`src/rtl/ahb_multi_subordinate_interconnect_pkg.sv`:
```
// Shared constants and types for the AHB single-manager, multi-subordinate interconnect.
// Holds the default address map, HTRANS encodings and default-subordinate states.
package ahb_multi_subordinate_interconnect_pkg;

    localparam int NO_OF_SUBORDINATES = 4;
    localparam int AHB_ADDR_WIDTH     = 32;
    localparam int AHB_DATA_WIDTH     = 32;

    // Index 0 sits in the least-significant slice.
    localparam logic [NO_OF_SUBORDINATES*AHB_ADDR_WIDTH-1:0] DEF_SUB_BASE =
        {32'h3000_0000, 32'h2000_0000, 32'h1000_0000, 32'h0000_0000};
    localparam logic [NO_OF_SUBORDINATES*AHB_ADDR_WIDTH-1:0] DEF_SUB_MASK =
        {4{32'hF000_0000}};

    typedef enum logic [1:0] {
        D_IDLE = 2'd0,
        D_ERR1 = 2'd1,
        D_ERR2 = 2'd2
    } default_sub_state_e;

    localparam logic [1:0] IDLE   = 2'b00;
    localparam logic [1:0] BUSY   = 2'b01;
    localparam logic [1:0] NONSEQ = 2'b10;
    localparam logic [1:0] SEQ    = 2'b11;

endpackage

```
`src/rtl/ahb_multi_subordinate_interconnect_if.sv`:
```
// Bus bundle between the manager side, the subordinates and the interconnect.
// The interconnect uses the slave view; the environment driving it uses the master view.
interface ahb_multi_subordinate_interconnect_if
    import ahb_multi_subordinate_interconnect_pkg::*;
#(
    parameter int NUM_SUB    = NO_OF_SUBORDINATES,
    parameter int ADDR_WIDTH = AHB_ADDR_WIDTH,
    parameter int DATA_WIDTH = AHB_DATA_WIDTH
);
    logic [ADDR_WIDTH-1:0]         haddr;
    logic [1:0]                    htrans;
    logic                          hready;
    logic [DATA_WIDTH-1:0]         hrdata;
    logic                          hresp;
    logic                          hexokay;
    logic [NUM_SUB-1:0]            hselx;
    logic [NUM_SUB-1:0]            hreadyout_s;
    logic [NUM_SUB*DATA_WIDTH-1:0] hrdata_s;
    logic [NUM_SUB-1:0]            hresp_s;
    logic [NUM_SUB-1:0]            hexokay_s;

    modport slave (
        input  haddr, htrans, hreadyout_s, hrdata_s, hresp_s, hexokay_s,
        output hready, hrdata, hresp, hexokay, hselx
    );

    modport master (
        output haddr, htrans, hreadyout_s, hrdata_s, hresp_s, hexokay_s,
        input  hready, hrdata, hresp, hexokay, hselx
    );
endinterface

```
`src/rtl/ahb_multi_subordinate_interconnect_default_sub.sv`:
```
// Built-in default subordinate: two-cycle ERROR for accepted NONSEQ/SEQ transfers that
// hit no mapped subordinate, zero-wait OKAY otherwise.
module ahb_default_subordinate
    import ahb_multi_subordinate_interconnect_pkg::*;
(
    input  logic       hclk,
    input  logic       hreset,
    input  logic       hready,
    input  logic       active,
    input  logic [1:0] htrans,
    input  logic       miss,
    output logic       hreadyout,
    output logic       hresp
);
    localparam logic [1:0] S_IDLE = D_IDLE;
    localparam logic [1:0] S_ERR1 = D_ERR1;
    localparam logic [1:0] S_ERR2 = D_ERR2;

    logic [1:0] state_q, state_d;
    logic       accept_err;

    assign accept_err = hready && htrans[1] && miss;

    always_comb begin
        state_d = state_q;
        case (state_q)
            S_IDLE:  if (accept_err) state_d = S_ERR1;
            S_ERR1:  state_d = S_ERR2;
            S_ERR2:  state_d = accept_err ? S_ERR1 : S_IDLE;
            default: state_d = S_IDLE;
        endcase
    end

    always_ff @(posedge hclk) begin
        if (hreset) state_q <= S_IDLE;
        else        state_q <= state_d;
    end

    assign hreadyout = !(active && (state_q == S_ERR1));
    assign hresp     = active && (state_q != S_IDLE);

endmodule

```
`src/rtl/ahb_multi_subordinate_interconnect.sv`:
```
// Single-manager AHB interconnect: priority address decode, registered data-phase
// select and zero-latency response mux with a built-in default subordinate.
module ahb_multi_subordinate_interconnect
    import ahb_multi_subordinate_interconnect_pkg::*;
#(
    parameter int NUM_SUB    = NO_OF_SUBORDINATES,
    parameter int ADDR_WIDTH = AHB_ADDR_WIDTH,
    parameter int DATA_WIDTH = AHB_DATA_WIDTH,
    parameter logic [NUM_SUB*ADDR_WIDTH-1:0] SUB_BASE = DEF_SUB_BASE,
    parameter logic [NUM_SUB*ADDR_WIDTH-1:0] SUB_MASK = DEF_SUB_MASK
)(
    input  logic hclk,
    input  logic hreset,
    ahb_multi_subordinate_interconnect_if.slave bus
);
    localparam int IDX_W = (NUM_SUB > 1) ? $clog2(NUM_SUB) : 1;

    logic [NUM_SUB-1:0] hit;
    logic [NUM_SUB-1:0] sel;
    logic [IDX_W-1:0]   dec_idx;
    logic               miss;

    logic [IDX_W-1:0]   dsel_idx_q, dsel_idx_d;
    logic               dsel_def_q, dsel_def_d;

    logic               hready_w;
    logic               def_hreadyout;
    logic               def_hresp;

    generate
        for (genvar gi = 0; gi < NUM_SUB; gi++) begin : g_dec
            assign hit[gi] = ((bus.haddr & SUB_MASK[gi*ADDR_WIDTH +: ADDR_WIDTH]) ==
                              (SUB_BASE[gi*ADDR_WIDTH +: ADDR_WIDTH] &
                               SUB_MASK[gi*ADDR_WIDTH +: ADDR_WIDTH]));
        end
    endgenerate

    // Scan from the top so the lowest-numbered hit is the one that sticks.
    always_comb begin
        dec_idx = '0;
        for (int i = NUM_SUB - 1; i >= 0; i--) begin
            if (hit[i]) dec_idx = IDX_W'(i);
        end
        miss = ~|hit;
        sel  = miss ? '0 : (NUM_SUB'(1) << dec_idx);
    end

    assign bus.hselx = sel;

    always_comb begin
        dsel_idx_d = dsel_idx_q;
        dsel_def_d = dsel_def_q;
        if (hready_w) begin
            dsel_idx_d = dec_idx;
            dsel_def_d = miss;
        end
    end

    always_ff @(posedge hclk) begin
        if (hreset) begin
            dsel_idx_q <= '0;
            dsel_def_q <= 1'b1;
        end else begin
            dsel_idx_q <= dsel_idx_d;
            dsel_def_q <= dsel_def_d;
        end
    end

    ahb_default_subordinate u_default_sub (
        .hclk      (hclk),
        .hreset    (hreset),
        .hready    (hready_w),
        .active    (dsel_def_q),
        .htrans    (bus.htrans),
        .miss      (miss),
        .hreadyout (def_hreadyout),
        .hresp     (def_hresp)
    );

    always_comb begin
        if (dsel_def_q) begin
            hready_w    = def_hreadyout;
            bus.hresp   = def_hresp;
            bus.hexokay = 1'b0;
            bus.hrdata  = '0;
        end else begin
            hready_w    = bus.hreadyout_s[dsel_idx_q];
            bus.hresp   = bus.hresp_s[dsel_idx_q];
            bus.hexokay = bus.hexokay_s[dsel_idx_q];
            bus.hrdata  = bus.hrdata_s[dsel_idx_q*DATA_WIDTH +: DATA_WIDTH];
        end
    end

    assign bus.hready = hready_w;

endmodule
```
`src/flat_wrapper.sv`:
```
// flat-port wrapper written by rule: the top's interface ports become plain ports
module ahb_multi_subordinate_interconnect_flat import ahb_multi_subordinate_interconnect_pkg::*;
#(
    parameter int NUM_SUB    = NO_OF_SUBORDINATES,
    parameter int ADDR_WIDTH = AHB_ADDR_WIDTH,
    parameter int DATA_WIDTH = AHB_DATA_WIDTH,
    parameter logic [NUM_SUB*ADDR_WIDTH-1:0] SUB_BASE = DEF_SUB_BASE,
    parameter logic [NUM_SUB*ADDR_WIDTH-1:0] SUB_MASK = DEF_SUB_MASK
)
  (hclk, hreset, bus_haddr, bus_htrans, bus_hreadyout_s, bus_hrdata_s, bus_hresp_s, bus_hexokay_s, bus_hready, bus_hrdata, bus_hresp, bus_hexokay, bus_hselx);
  ahb_multi_subordinate_interconnect_if #(.NUM_SUB(NUM_SUB), .ADDR_WIDTH(ADDR_WIDTH), .DATA_WIDTH(DATA_WIDTH)) bus_i ();
  input  logic hclk;
  input  logic hreset;
  input wire logic [$bits(bus_i.haddr)-1:0] bus_haddr;
  input wire logic [$bits(bus_i.htrans)-1:0] bus_htrans;
  input wire logic [$bits(bus_i.hreadyout_s)-1:0] bus_hreadyout_s;
  input wire logic [$bits(bus_i.hrdata_s)-1:0] bus_hrdata_s;
  input wire logic [$bits(bus_i.hresp_s)-1:0] bus_hresp_s;
  input wire logic [$bits(bus_i.hexokay_s)-1:0] bus_hexokay_s;
  output wire logic [$bits(bus_i.hready)-1:0] bus_hready;
  output wire logic [$bits(bus_i.hrdata)-1:0] bus_hrdata;
  output wire logic [$bits(bus_i.hresp)-1:0] bus_hresp;
  output wire logic [$bits(bus_i.hexokay)-1:0] bus_hexokay;
  output wire logic [$bits(bus_i.hselx)-1:0] bus_hselx;
  assign bus_i.haddr = bus_haddr;
  assign bus_i.htrans = bus_htrans;
  assign bus_i.hreadyout_s = bus_hreadyout_s;
  assign bus_i.hrdata_s = bus_hrdata_s;
  assign bus_i.hresp_s = bus_hresp_s;
  assign bus_i.hexokay_s = bus_hexokay_s;
  assign bus_hready = bus_i.hready;
  assign bus_hrdata = bus_i.hrdata;
  assign bus_hresp = bus_i.hresp;
  assign bus_hexokay = bus_i.hexokay;
  assign bus_hselx = bus_i.hselx;
  ahb_multi_subordinate_interconnect #(.NUM_SUB(NUM_SUB), .ADDR_WIDTH(ADDR_WIDTH), .DATA_WIDTH(DATA_WIDTH), .SUB_BASE(SUB_BASE), .SUB_MASK(SUB_MASK)) u_core (.hclk(hclk), .hreset(hreset), .bus(bus_i));
endmodule
```
`config.mk`:
```
export PLATFORM = sky130hd
export DESIGN_NAME = ahb_multi_subordinate_interconnect_flat
export DESIGN_NICKNAME = d
export VERILOG_FILES = /design/src/rtl/ahb_multi_subordinate_interconnect_pkg.sv /design/src/rtl/ahb_multi_subordinate_interconnect_if.sv /design/src/rtl/ahb_multi_subordinate_interconnect_default_sub.sv /design/src/rtl/ahb_multi_subordinate_interconnect.sv /design/src/flat_wrapper.sv
export SDC_FILE = /design/constraint.sdc
export NUM_CORES = 1
export LEC_CHECK = 0
export ABC_CLOCK_PERIOD_IN_PS = 1500
export CORE_AREA = 2 2 82 92
export CTS_CLUSTER_DIAMETER = 150
export CTS_CLUSTER_SIZE = 16
export DETAILED_ROUTE_END_ITERATION = 7
export DIE_AREA = 0 0 84 94
export HOLD_SLACK_MARGIN = 0.03
export PLACE_DENSITY_LB_ADDON = 0.05
export SYNTH_ARGS = -nofsm -noshare
export SYNTH_HDL_FRONTEND = slang
export SYNTH_SLANG_ARGS = --single-unit
```
`constraint.sdc`:
```
create_clock -name hclk -period 1.5 [get_ports hclk]
set_input_delay 0.3 -clock hclk [delete_from_list [all_inputs] [get_ports hclk]]
set_output_delay 0.3 -clock hclk [all_outputs]
set_load 0.02 [all_outputs]
```
==> results_tabular.tex <==
\begin{tabular}{lr}
\hline
Metric & Value \\
\hline
\multicolumn{2}{l}{\textbf{Outcome}} \\
\quad Result of the run & finished, violations left \\
\quad Violations in the final reports & negative setup slack \\
\multicolumn{2}{l}{\textbf{Finish}} \\
\quad Antenna diodes & 0 \\
\quad Utilization after layout & 52.6\% \\
\quad Post-route cell area & 0.00364 mm² \\
\quad Number of nets in the final layout & 487 \\
\quad Fraction of layout cells with a size suffix above 1 & 42.6\% \\
\quad Area added between synthesis and finish & 171\% \\
\multicolumn{2}{l}{\textbf{Setup path}} \\
\quad Data arrival time at the worst-slack endpoint & 1.62 ns \\
\quad Critical path capture point type & output port \\
\quad Startpoint type of the worst setup path & flip-flop \\
\quad Data required, critical path & 1.20 ns \\
\quad Setup Crit Path Kind & flip-flop to output port \\
\quad Worst-path maximum fanout & 9 \\
\multicolumn{2}{l}{\textbf{Floorplan}} \\
\quad Boundary Pins & 215 \\
\quad Die span in y & 94 µm \\
\quad Die area & 0.00790 mm² \\
\quad Initial cell density of the core & 19.4\% \\
\quad Core area & 0.00693 mm² \\
\quad Core Rows & 32 \\
\quad Die extent in x & 84 µm \\
\multicolumn{2}{l}{\textbf{Global routing}} \\
\quad First-pass GRT wire length & 10100 µm \\
\quad Total gr overflow & 0 \\
\quad Pin count of the biggest net entering global routing & 21 \\
\quad Overall track demand over capacity in global routing & 16.2\% \\
\quad Number of global-route vias before repair & 1816 \\
\quad Antenna violations before repair & 0 \\
\multicolumn{2}{l}{\textbf{Min path}} \\
\quad Path type of the worst min-delay path & flip-flop to flip-flop \\
\multicolumn{2}{l}{\textbf{Synth}} \\
\quad Yosys synthesis warning count & 0 \\
\quad Biggest area contributors in the synthesized netlist & mux4\_2 57\%, nor2b\_1 15\%, dfxtp\_1 7.4\%, buf\_6 3.3\%, nor2\_1 2.2\% \\
\quad Sequential-to-total area share from yosys stat & 7.44\% \\
\quad Share of synthesized registers carrying an async set or reset & 0\% \\
\quad Mapped Area & 0.00135 mm² \\
\quad Post-synth EDFFs & 0 \\
\quad Synth top area share & 56.9\% \\
\quad Synth Instances & 112 \\
\quad Mean instance size in the synthesized netlist & 12.0 µm² \\
\quad Cell type contributing the most total cell area after synthesis & mux4\_2 \\
\quad Top flip-flop cell by instance count after synthesis & dfxtp\_1 \\
\quad Number of distinct library cell variants in the gate-level netlist after synthesis & 25 \\
\quad Most frequent cells after synthesis & 34 x mux4\_2, 33 x nor2b\_1, 8 x nor2\_1 \\
\quad Syn\_nets & 288 \\
\quad Most numerous cell in the Yosys netlist & mux4\_2 \\
\quad Register bit total from synthesis & 5 \\
\multicolumn{2}{l}{\textbf{CTS}} \\
\quad TritonCTS clock tree & yes \\
\quad Worst-path clk slew & 0.04 ns \\
\quad Maximum buffer depth of the clock tree & 2 \\
\quad Cts bufs inserted & 3 \\
\quad TritonCTS Sinks & 5 \\
\quad H-tree depth & 1 \\
\quad Clock root buffer master & clkbuf\_8 \\
\quad Clock Latency Late Sink & 0.22 ns \\
\quad Post-cts hold buffer count & 0 \\
\multicolumn{2}{l}{\textbf{Power}} \\
\quad Peak supply drop & 0.000577 V \\
\quad PD cells & 346 mW/mm² \\
\quad Leak Pwr & 0.00140 µW \\
\multicolumn{2}{l}{\textbf{Detailed routing}} \\
\quad Vias per cell & 4.54 \\
\quad Final routed wirelength across all metal layers & 6690 µm \\
\quad Vias & 1794 \\
\quad Wire length on met3 & 519 µm \\
\quad Number of detailed-routing iterations run before antenna repair & 4 \\
\quad DR top layer & met4 \\
\quad Routed metal-1 wire length & 2710 µm \\
\quad Remaining DRCs & 0 \\
\quad Violation count after the first detailed-route iteration & 32 \\
\quad DR WL met2 & 3420 µm \\
\quad Number of antenna-violating nets in the routed design & 0 \\
\quad Routed wire length per instance & 16.9 µm \\
\multicolumn{2}{l}{\textbf{Placement}} \\
\quad Final RePlAce weighted congestion & 0.737 \\
\quad Count of buffers from port buffering & 185 \\
\quad Placed cell area & 0.00350 mm² \\
\quad Detailed placer's ending HPWL & 5460 µm \\
\multicolumn{2}{l}{\textbf{STA}} \\
\quad Highest attainable clock frequency & 520 MHz \\
\quad Final hold violation count & 0 \\
\quad Total count of max-transition violations in the final report & 0 \\
\quad Unrepaired setup endpoints after global routing & yes \\
\quad Final critical path time including I/O delays and setup & 1.92 ns \\
\quad Largest clock skew in the final design & 0.00240 ns \\
\quad Slew at the pin closest to its max-slew limit & 0.474 ns \\
\quad Share of the cycle needed by the critical path after routing & 128\% \\
\quad Tightest slew margin relative to the limit & 68.4\% \\
\quad Final setup violation count & 37 \\
\quad Fin worst setup slack & -0.421 ns \\
\multicolumn{2}{l}{\textbf{Flow run}} \\
\quad Max Cap Violations & 0 \\
\hline
\end{tabular}
==> per-stage QoR <==
| step | setup TNS [ns] | total power, µW | hold WS [ns] | std cells | worst slack (ns) |
|---|---|---|---|---|---|
| 2_1_floorplan | -2.42 | 472 | 0.372 | 112 | -0.102 |
| 3_3_place_gp | -24.74 | 984 | 0.503 | 386 | -0.686 |
| 3_5_place_dp | -24.93 | 990 | 0.512 | 386 | -0.690 |
| 4_1_cts | -15.38 | 1260 | 0.517 | 397 | -0.480 |
| 5_1_grt | -16.04 | 1340 | 0.560 | 395 | -0.482 |
| 6_report | -13.43 | 1260 | 0.508 | 395 | -0.421 |
==> worst max-delay path, cell delays in order (launching register included) <==
cell	delay, ns
dfxtp_4	0.41
buf_12	0.16
mux4_2	0.51
nor2b_1	0.14
buf_2	0.17
==> registers in the layout, indices dropped and copies added (netlist names) <==
signal,flops
u_core.dsel_idx_q,2
u_core.u_default_sub.state_q,2
u_core.dsel_def_q,1
==> metal layers <==
| metal | global-route usage [%] | vias to the layer above |
|---|---|---|
| met4 | 2.02 | 0 |
| met1 | 21.0 | 855 |
| li1 | - | 844 |
| met5 | 0 | - |
| met2 | 28.5 | 93 |
| met3 | 3.34 | 2 |
==> final cells by class <==
type / instances / area [µm²]
clock buffers: 4 / 45.0
fillers: 642 / 3290
multi-input cells: 95 / 1340
flip-flops and latches: 5 / 106
well taps: 85 / 106
repair buffers: 206 / 2040
==> what timing repair did <==
| action | 4_1_cts | 5_1_grt |
|---|---|---|
| endpoints found under the setup margin | 42 | 40 |
| gates cloned | 2 | 0 |
| pin swaps | 1 | 1 |
| gates resized for setup | 210 | 25 |
| setup buffers | 5 | 1 |
==> worst paths after layout <==
path                                                     start                                            to  slack (ns)  depth (start not counted)
hold / removal    u_core.u_default_sub.state_q[1]$_SDFFE_PP0P_  u_core.u_default_sub.state_q[1]$_SDFFE_PP0P_        0.51                          2
setup / recovery             u_core.dsel_idx_q[0]$_SDFFE_PP0P_                                 bus_hrdata[1]       -0.42                          4
hold reg to reg   u_core.u_default_sub.state_q[1]$_SDFFE_PP0P_  u_core.u_default_sub.state_q[1]$_SDFFE_PP0P_        0.51                          2
setup reg to reg             u_core.dsel_idx_q[0]$_SDFFE_PP0P_                u_core.dsel_def_q$_SDFFE_PP1P_       -0.25                          7
==> cells in the final DEF (no fill, tap or decap), types with 3 or more instances in the layout <==
cell	netlist	final
nor2b_2	0	7
buf_2	4	12
nor2_1	8	4
buf_4	0	17
clkbuf_8	0	3
nor2_2	0	3
buf_12	0	5
mux4_2	34	34
clkdlybuf4s50_1	0	142
buf_6	4	25
dlygate4sd2_1	0	3
nor2b_4	0	15
nor2b_1	33	11
==> where the power goes <==
part / leakage (µW) / internal [µW] / switching [µW]
Clock: 0.0000228 / 182 / 62.3
Sequential: 0.0000418 / 139 / 7.88
Combinational: 0.00134 / 621 / 248
==> kinds of logic (layout without fill, tap and decap cells) <==
| group | Yosys count | in the layout | share of synthesized area (%) |
|---|---|---|---|
| AOI/OAI and AO/OA | 4 | 4 | 2.60 |
| and+or+nand+nor | 53 | 53 | 23.5 |
| muxes | 38 | 38 | 60.4 |
| DFF | 5 | 5 | 7.44 |
| buffers and inverters | 12 | 210 | 6.05 |
Note: power is estimated with default switching activity, not from simulation.
